<file path="config.mk">
export PLATFORM = sky130hd
export DESIGN_NAME = addr_loader
export DESIGN_NICKNAME = d
export VERILOG_FILES = /design/src/rtl/addr_loader.sv
export SDC_FILE = /design/constraint.sdc
export NUM_CORES = 1
export LEC_CHECK = 0
export CAP_MARGIN = 20
export CORE_AREA = 2 2 65 98
export CTS_CLUSTER_DIAMETER = 100
export CTS_CLUSTER_SIZE = 25
export DETAILED_ROUTE_END_ITERATION = 8
export DIE_AREA = 0 0 67 100
export PLACE_DENSITY_LB_ADDON = 0.08
export SYNTH_ARGS = -nofsm -noshare
export SYNTH_HDL_FRONTEND = slang
export SYNTH_SLANG_ARGS = --single-unit
</file>
<file path="constraint.sdc">
create_clock -name clk -period 2.32 [get_ports clk]
set_clock_uncertainty 0.05 [all_clocks]
set_input_delay 0.348 -clock clk [delete_from_list [all_inputs] [get_ports clk]]
set_output_delay 0.348 -clock clk [all_outputs]
set_load 0.02 [all_outputs]
</file>
<file path="src/rtl/addr_loader.sv">
// Serial SRAM address front-end: shifts in a framed address from the AVR, checks its
// length, commits it to the address register, then post-increments on each access.
module addr_loader #(
  parameter int ADDR_WIDTH = 21,
  parameter bit MSB_FIRST  = 1'b1
) (
  input  logic                  clk,
  input  logic                  reset,
  input  logic                  si,
  input  logic                  sreg_en,
  input  logic                  inc,
  output logic [ADDR_WIDTH-1:0] addr,
  output logic                  addr_valid,
  output logic                  busy,
  output logic                  frame_err,
  output logic                  wrapped
);

  localparam int CNT_W = $clog2(ADDR_WIDTH + 2);
  localparam logic [CNT_W-1:0] CNT_FULL = CNT_W'(ADDR_WIDTH);
  localparam logic [CNT_W-1:0] CNT_SAT  = CNT_W'(ADDR_WIDTH + 1);

  typedef enum logic [1:0] {
    IDLE,
    SHIFT,
    LOADED
  } state_t;

  state_t                  state_q, state_d;
  logic [ADDR_WIDTH-1:0]   shadow_q, shadow_d;
  logic [CNT_W-1:0]        count_q, count_d;
  logic                    sreg_en_q;
  logic [ADDR_WIDTH-1:0]   addr_d;
  logic                    valid_d, err_d, wrapped_d, busy_d;
  logic                    commit;

  function automatic logic [ADDR_WIDTH-1:0] shift_in(input logic [ADDR_WIDTH-1:0] sh,
                                                     input logic b);
    if (MSB_FIRST) return {sh[ADDR_WIDTH-2:0], b};
    else           return {b, sh[ADDR_WIDTH-1:1]};
  endfunction

  always_comb begin
    state_d   = state_q;
    shadow_d  = shadow_q;
    count_d   = count_q;
    addr_d    = addr;
    valid_d   = addr_valid;
    err_d     = frame_err;
    wrapped_d = 1'b0;
    commit    = 1'b0;

    case (state_q)
      IDLE, LOADED: begin
        if (!sreg_en) begin
          state_d  = SHIFT;
          shadow_d = shift_in(shadow_q, si);
          count_d  = CNT_W'(1);
        end
      end
      SHIFT: begin
        if (!sreg_en) begin
          shadow_d = shift_in(shadow_q, si);
          if (count_q != CNT_SAT) count_d = count_q + CNT_W'(1);
        end else if (!sreg_en_q) begin
          count_d = '0;
          if (count_q == CNT_FULL) begin
            commit  = 1'b1;
            addr_d  = shadow_q;
            valid_d = 1'b1;
            err_d   = 1'b0;
            state_d = LOADED;
          end else begin
            err_d   = 1'b1;
            state_d = addr_valid ? LOADED : IDLE;
          end
        end
      end
      default: state_d = IDLE;
    endcase

    // The committed address stays live during a new frame; a commit on the same edge wins.
    if (inc && addr_valid && !commit) begin
      addr_d    = addr + ADDR_WIDTH'(1);
      wrapped_d = &addr;
    end

    busy_d = (state_d == SHIFT);
  end

  always_ff @(posedge clk or posedge reset) begin
    if (reset) begin
      state_q    <= IDLE;
      shadow_q   <= '0;
      count_q    <= '0;
      sreg_en_q  <= 1'b1;
      addr       <= '0;
      addr_valid <= 1'b0;
      busy       <= 1'b0;
      frame_err  <= 1'b0;
      wrapped    <= 1'b0;
    end else begin
      state_q    <= state_d;
      shadow_q   <= shadow_d;
      count_q    <= count_d;
      sreg_en_q  <= sreg_en;
      addr       <= addr_d;
      addr_valid <= valid_d;
      busy       <= busy_d;
      frame_err  <= err_d;
      wrapped    <= wrapped_d;
    end
  end

endmodule
</file>
### Word-level counts from Yosys, hierarchy flattened

Index checks and enable logic that the tools add are counted.
W data, S select, Z words.

| storage, ports and cells | value |
|---|---|
| logic and storage cells | 60 |
| flip-flop bits (word level) | 54 |
| output and inout bits | 25 |
| bits of input ports | 5 |

| operators by class | value |
|---|---|
| eq/ne operators | 9 |
| add/sub/neg operators | 2 |
| reduce and logical (&&, ||, !) cells | 16 |
| bitwise gates (word level) | 2 |
| multiplexer cells | 22 |

Operators by type and width:

| cell | count |
|---|---|
| $mux W21 | 5 |
| $add A21 B1 Y21 const B | 1 |
| $reduce_and A21 Y1 | 1 |
| $mux W5 | 4 |
| $reduce_and A4 Y1 | 3 |
| $mux W2 | 5 |
| $pmux W5 S2 | 1 |
| $reduce_bool A2 Y1 | 4 |
| $mux W1 | 6 |
| $ne A3 B3 Y1 const B | 2 |
| $add A5 B1 Y5 const B | 1 |
| $eq A5 B5 Y1 const B | 1 |
| $ne A5 B5 Y1 const B | 1 |
| $eq A2 B1 Y1 const B | 2 |
| $pmux W2 S2 | 1 |
| $reduce_and A3 Y1 | 1 |
| $reduce_or A3 Y1 | 1 |
| $eq A2 B2 Y1 const B | 1 |
| $logic_and A1 B1 Y1 | 2 |
| $logic_not A2 Y1 | 1 |
| $ne A2 B1 Y1 const B | 1 |
| $ne A2 B2 Y1 const B | 1 |
| $not A1 Y1 | 2 |
| $reduce_and A2 Y1 | 1 |
| 2 further kinds | 2 |

### Longest topological paths before layout

| depth | value |
|---|---|
| word-level depth | 9 |
| depth in mapped cells | 8 |

### Least setup slack after synthesis

OpenSTA, ideal clock, no wires.

| path | value |
|---|---|
| kind | register -> register |
| start | reg addr[1] |
| end | reg addr[14] |
| path slack | 183 ps |
| data arrival time | 2018 ps |
| cell stages (with the launch flop) | 7 |
| setup time | 69 ps |
| cells stage by stage | dfrtp_1 ha_1 nand4_2 or4_4 buf_6 or4_1 nand3_1 |

| between the ends | value |
|---|---|
| cells in the longest elaborated chain, start to end | 2 |

Ends and longest elaborated chain:

| element | RTL line | RTL |
|---|---|---|
| from (decl) | 12 | `output logic [ADDR_WIDTH-1:0] addr,` |
| from (signal assigned) | 107 | `addr <= addr_d;` |
| $add A21 B1 Y21 | 84 | `addr_d = addr + ADDR_WIDTH'(1);` |
| $mux W21 | 83 | `if (inc && addr_valid && !commit) begin` |

Every way passes these cells.
A chain may end at the register's enable or synchronous reset.

### Final worst setup path

| path | value |
|---|---|
| start | reg addr[1] |
| end | reg addr[18] |

Same word-level chain as after synthesis.

==> metrics <==
CP cell instances ha_1 -> nand4_2 -> or4_4 -> or4_1 -> nand3_1; Vias around 2000; Flop pwr share roughly 63%; cell internal pwr roughly 0.0015 W; Critical-path top delay cell or4_4; Die H around 100 um; Cells after DPL around 350; vias in the first global route ~1900; post-route cell area 0.00309 mm^2; Hold Fails Final Rpt 0; Yosys reg bits 54; worst path bufs/invs 0; initial antenna violation count 0; met2 Use GR 29.7%; IO Port Bufs 29; Tcrit/Tclk final about 86%; Detail Route Antenna Nets 0; H-tree levels 2; gr usage total between 10% and 20%; Crit. End Element flop; clock power share about a quarter; CTS tree done; routed len/inst about 15 um; most common cell after layout, fill and taps aside dfrtp_1; GR Layer Usage met3 roughly 3.7%; Switching Share 26.2%; nets approximately 290; most frequent cells in the layout 53 x dfrtp_1, 29 x clkdlybuf4s50_1, 28 x nand2_1, 21 x mux2_2, 20 x o21ai_0; worst skew pair latency 0.30 ns; Vias/cell roughly 5.5; Max VDD drop between 0.0003 and 0.0004 V; Primary FF master, synth dfrtp_1; M1 GR Usage around a quarter; r2r endpoint addr[18]; Final Setup Violations 0; leakage 1.30 nW; RSZ-0062 raised after global routing false; post-synthesis async set-or-reset flop share 100%; Post-synth EDFFs 0; non-filler cells, final about 350; count of cell types in the netlist 44; DRC errors left 0; post-DP HPWL about 3800 um; Ports 30; clk root buf clkbuf_8; Worst EP required roughly 2.5 ns; die area approximately 0.0067 mm^2; # hold bufs at CTS 0; Setup Buffers After CTS 0; area growth from synthesis to layout 19.6%; fin. max-slew vios 0; Top delay family on crit path simple AND/OR/NAND/NOR gates; PostCTS Resize Cnt 0; P_sw between 0.0005 and 0.0006 W; busiest grt layer met2; data arrival time of the worst path 2.18 ns; CTS Buffer Depth 2; relative slew slack ~64%; initial DRC count approximately 130; n_diodes 0; layout cells sized above 1 a little under a fifth; pwr dens 638 mW/mm^2; FMAX slightly above 500 MHz; Startpoint Class flop; syn_nets 253; R2R Setup Slk roughly 0.33 ns; Crit Reg-Reg Startpoint addr[1]; Setup TNS 0 ns; Num CTS Buffers 5; largest net degree at the start of global routing 23; Max Cap Violations 0; HP Class in2async; Max stage delay on crit path 0.57 ns; placed inst area 0.00302 mm^2; min Tclk post-route 1.99 ns; Synth Cell Area 0.00259 mm^2; Clock Sinks 54; num rows 35; cell count after synthesis about 240; total grt overflow 0; Reg clk slew, reported paths 0.10 ns; Crit Path Class reg2reg; worst-margin pin slew about 0.53 ns; Ys Warns 0; sequential share of the synthesized area 52.3%; status finished clean; die width ~67 um; combinational power share between 10% and 20%; RePlAce Congestion around 0.75; Syn Area/Cell 10.6 um^2; DRT Pass-1 Iters 4; crit-path max FO 11; Initial Util a little over two fifths; Total Wirelength between 5000 and 6000 um; worst r2r path cells 5; core area 0.00596 mm^2; first-pass GRT wire length just over 9000 um
[per-stage QoR]
stage                     util [%]  worst slack, ns  hold WS, ns  power [W]
after floorplan                  -            0.183        0.302    0.00140
after global placement        50.6           0.0847        0.429    0.00149
after detailed placement      50.6           0.0739        0.436    0.00150
after CTS                     52.0            0.326        0.322    0.00201
after global routing          52.0            0.182        0.327    0.00208
final                         52.0            0.333        0.313    0.00197
[power by group through the flow]
stage | combinational, W | clock (W) | sequential [W]
floorplan | 0.000195 | 0 | 0.00120
global placement | 0.000233 | 0 | 0.00126
CTS | 0.000243 | 0.000524 | 0.00124
detailed placement | 0.000242 | 0 | 0.00126
global route | 0.000263 | 0.000562 | 0.00126
finish | 0.000237 | 0.000499 | 0.00124
[metal layers]
metal | vias up | share of wire [%]
met1 | 969 | 44
met4 | 0 | 1.5
met3 | 5 | 2.6
met2 | 30 | 51
met5 | - | 0
li1 | 941 | -
[Yosys cell counts, types with 2 or more instances]
master	instances	area (um^2)
a21oi_1	2	10.0
a22oi_1	2	15.0
o31ai_1	4	30.0
and3_1	2	12.5
xnor2_1	5	43.8
or3_1	3	18.8
o211ai_1	4	30.0
nand4_1	8	50.1
or4_1	5	37.5
mux2i_1	2	20.0
xor2_1	5	43.8
nand2b_1	3	18.8
mux2_2	21	236
nor3_1	3	15.0
nor2_1	12	45.0
nand2_1	28	105
and4_1	3	26.3
nor2b_1	2	12.5
clkbuf_1	12	45.0
nand3_1	12	60.1
o21ai_0	20	100
inv_1	6	22.5
dfrtp_1	53	1330
ha_1	4	50.1
a31oi_1	4	25.0
[cell type report]
cell class	count	area (um^2)
Clock buffer	5	68.8
Clock inverter	2	10.0
Fill cell	587	2860
Inverter	6	22.5
Multi-Input combinational cell	171	1160
Sequential cell	54	1350
Tap cell	74	92.6
Timing Repair Buffer	42	388
[how the worst max path moves through the flow]
stage | cells after the start | endpoint | from
after floorplan | 6 | addr[14] | addr[1]
after CTS | 5 | addr[20] | addr[1]
after detailed placement | 6 | addr[19] | inc
after global placement | 5 | addr[18] | inc
after global routing | 5 | addr[14] | addr[1]
final | 5 | addr[18] | addr[1]
[kinds of logic after synthesis]
family                   share of synthesized area (%)
XOR/XNOR                                          3.38
adder cells (fa/ha/maj)                           1.93
AND/OR/NAND/NOR                                   20.4
multiplexers                                      9.91
AO/OA/AOI/OAI                                     9.04
flip-flops                                        52.3
buffers and inverters                             3.05
[state kept, by name (all words and copies together) (netlist names)]
signal      cells
addr           21
addr_valid      1
busy            1
count_q         5
frame_err       1
shadow_q       21
sreg_en_q       1
state_q         2
wrapped         1
(Power assumes the default switching activity.)
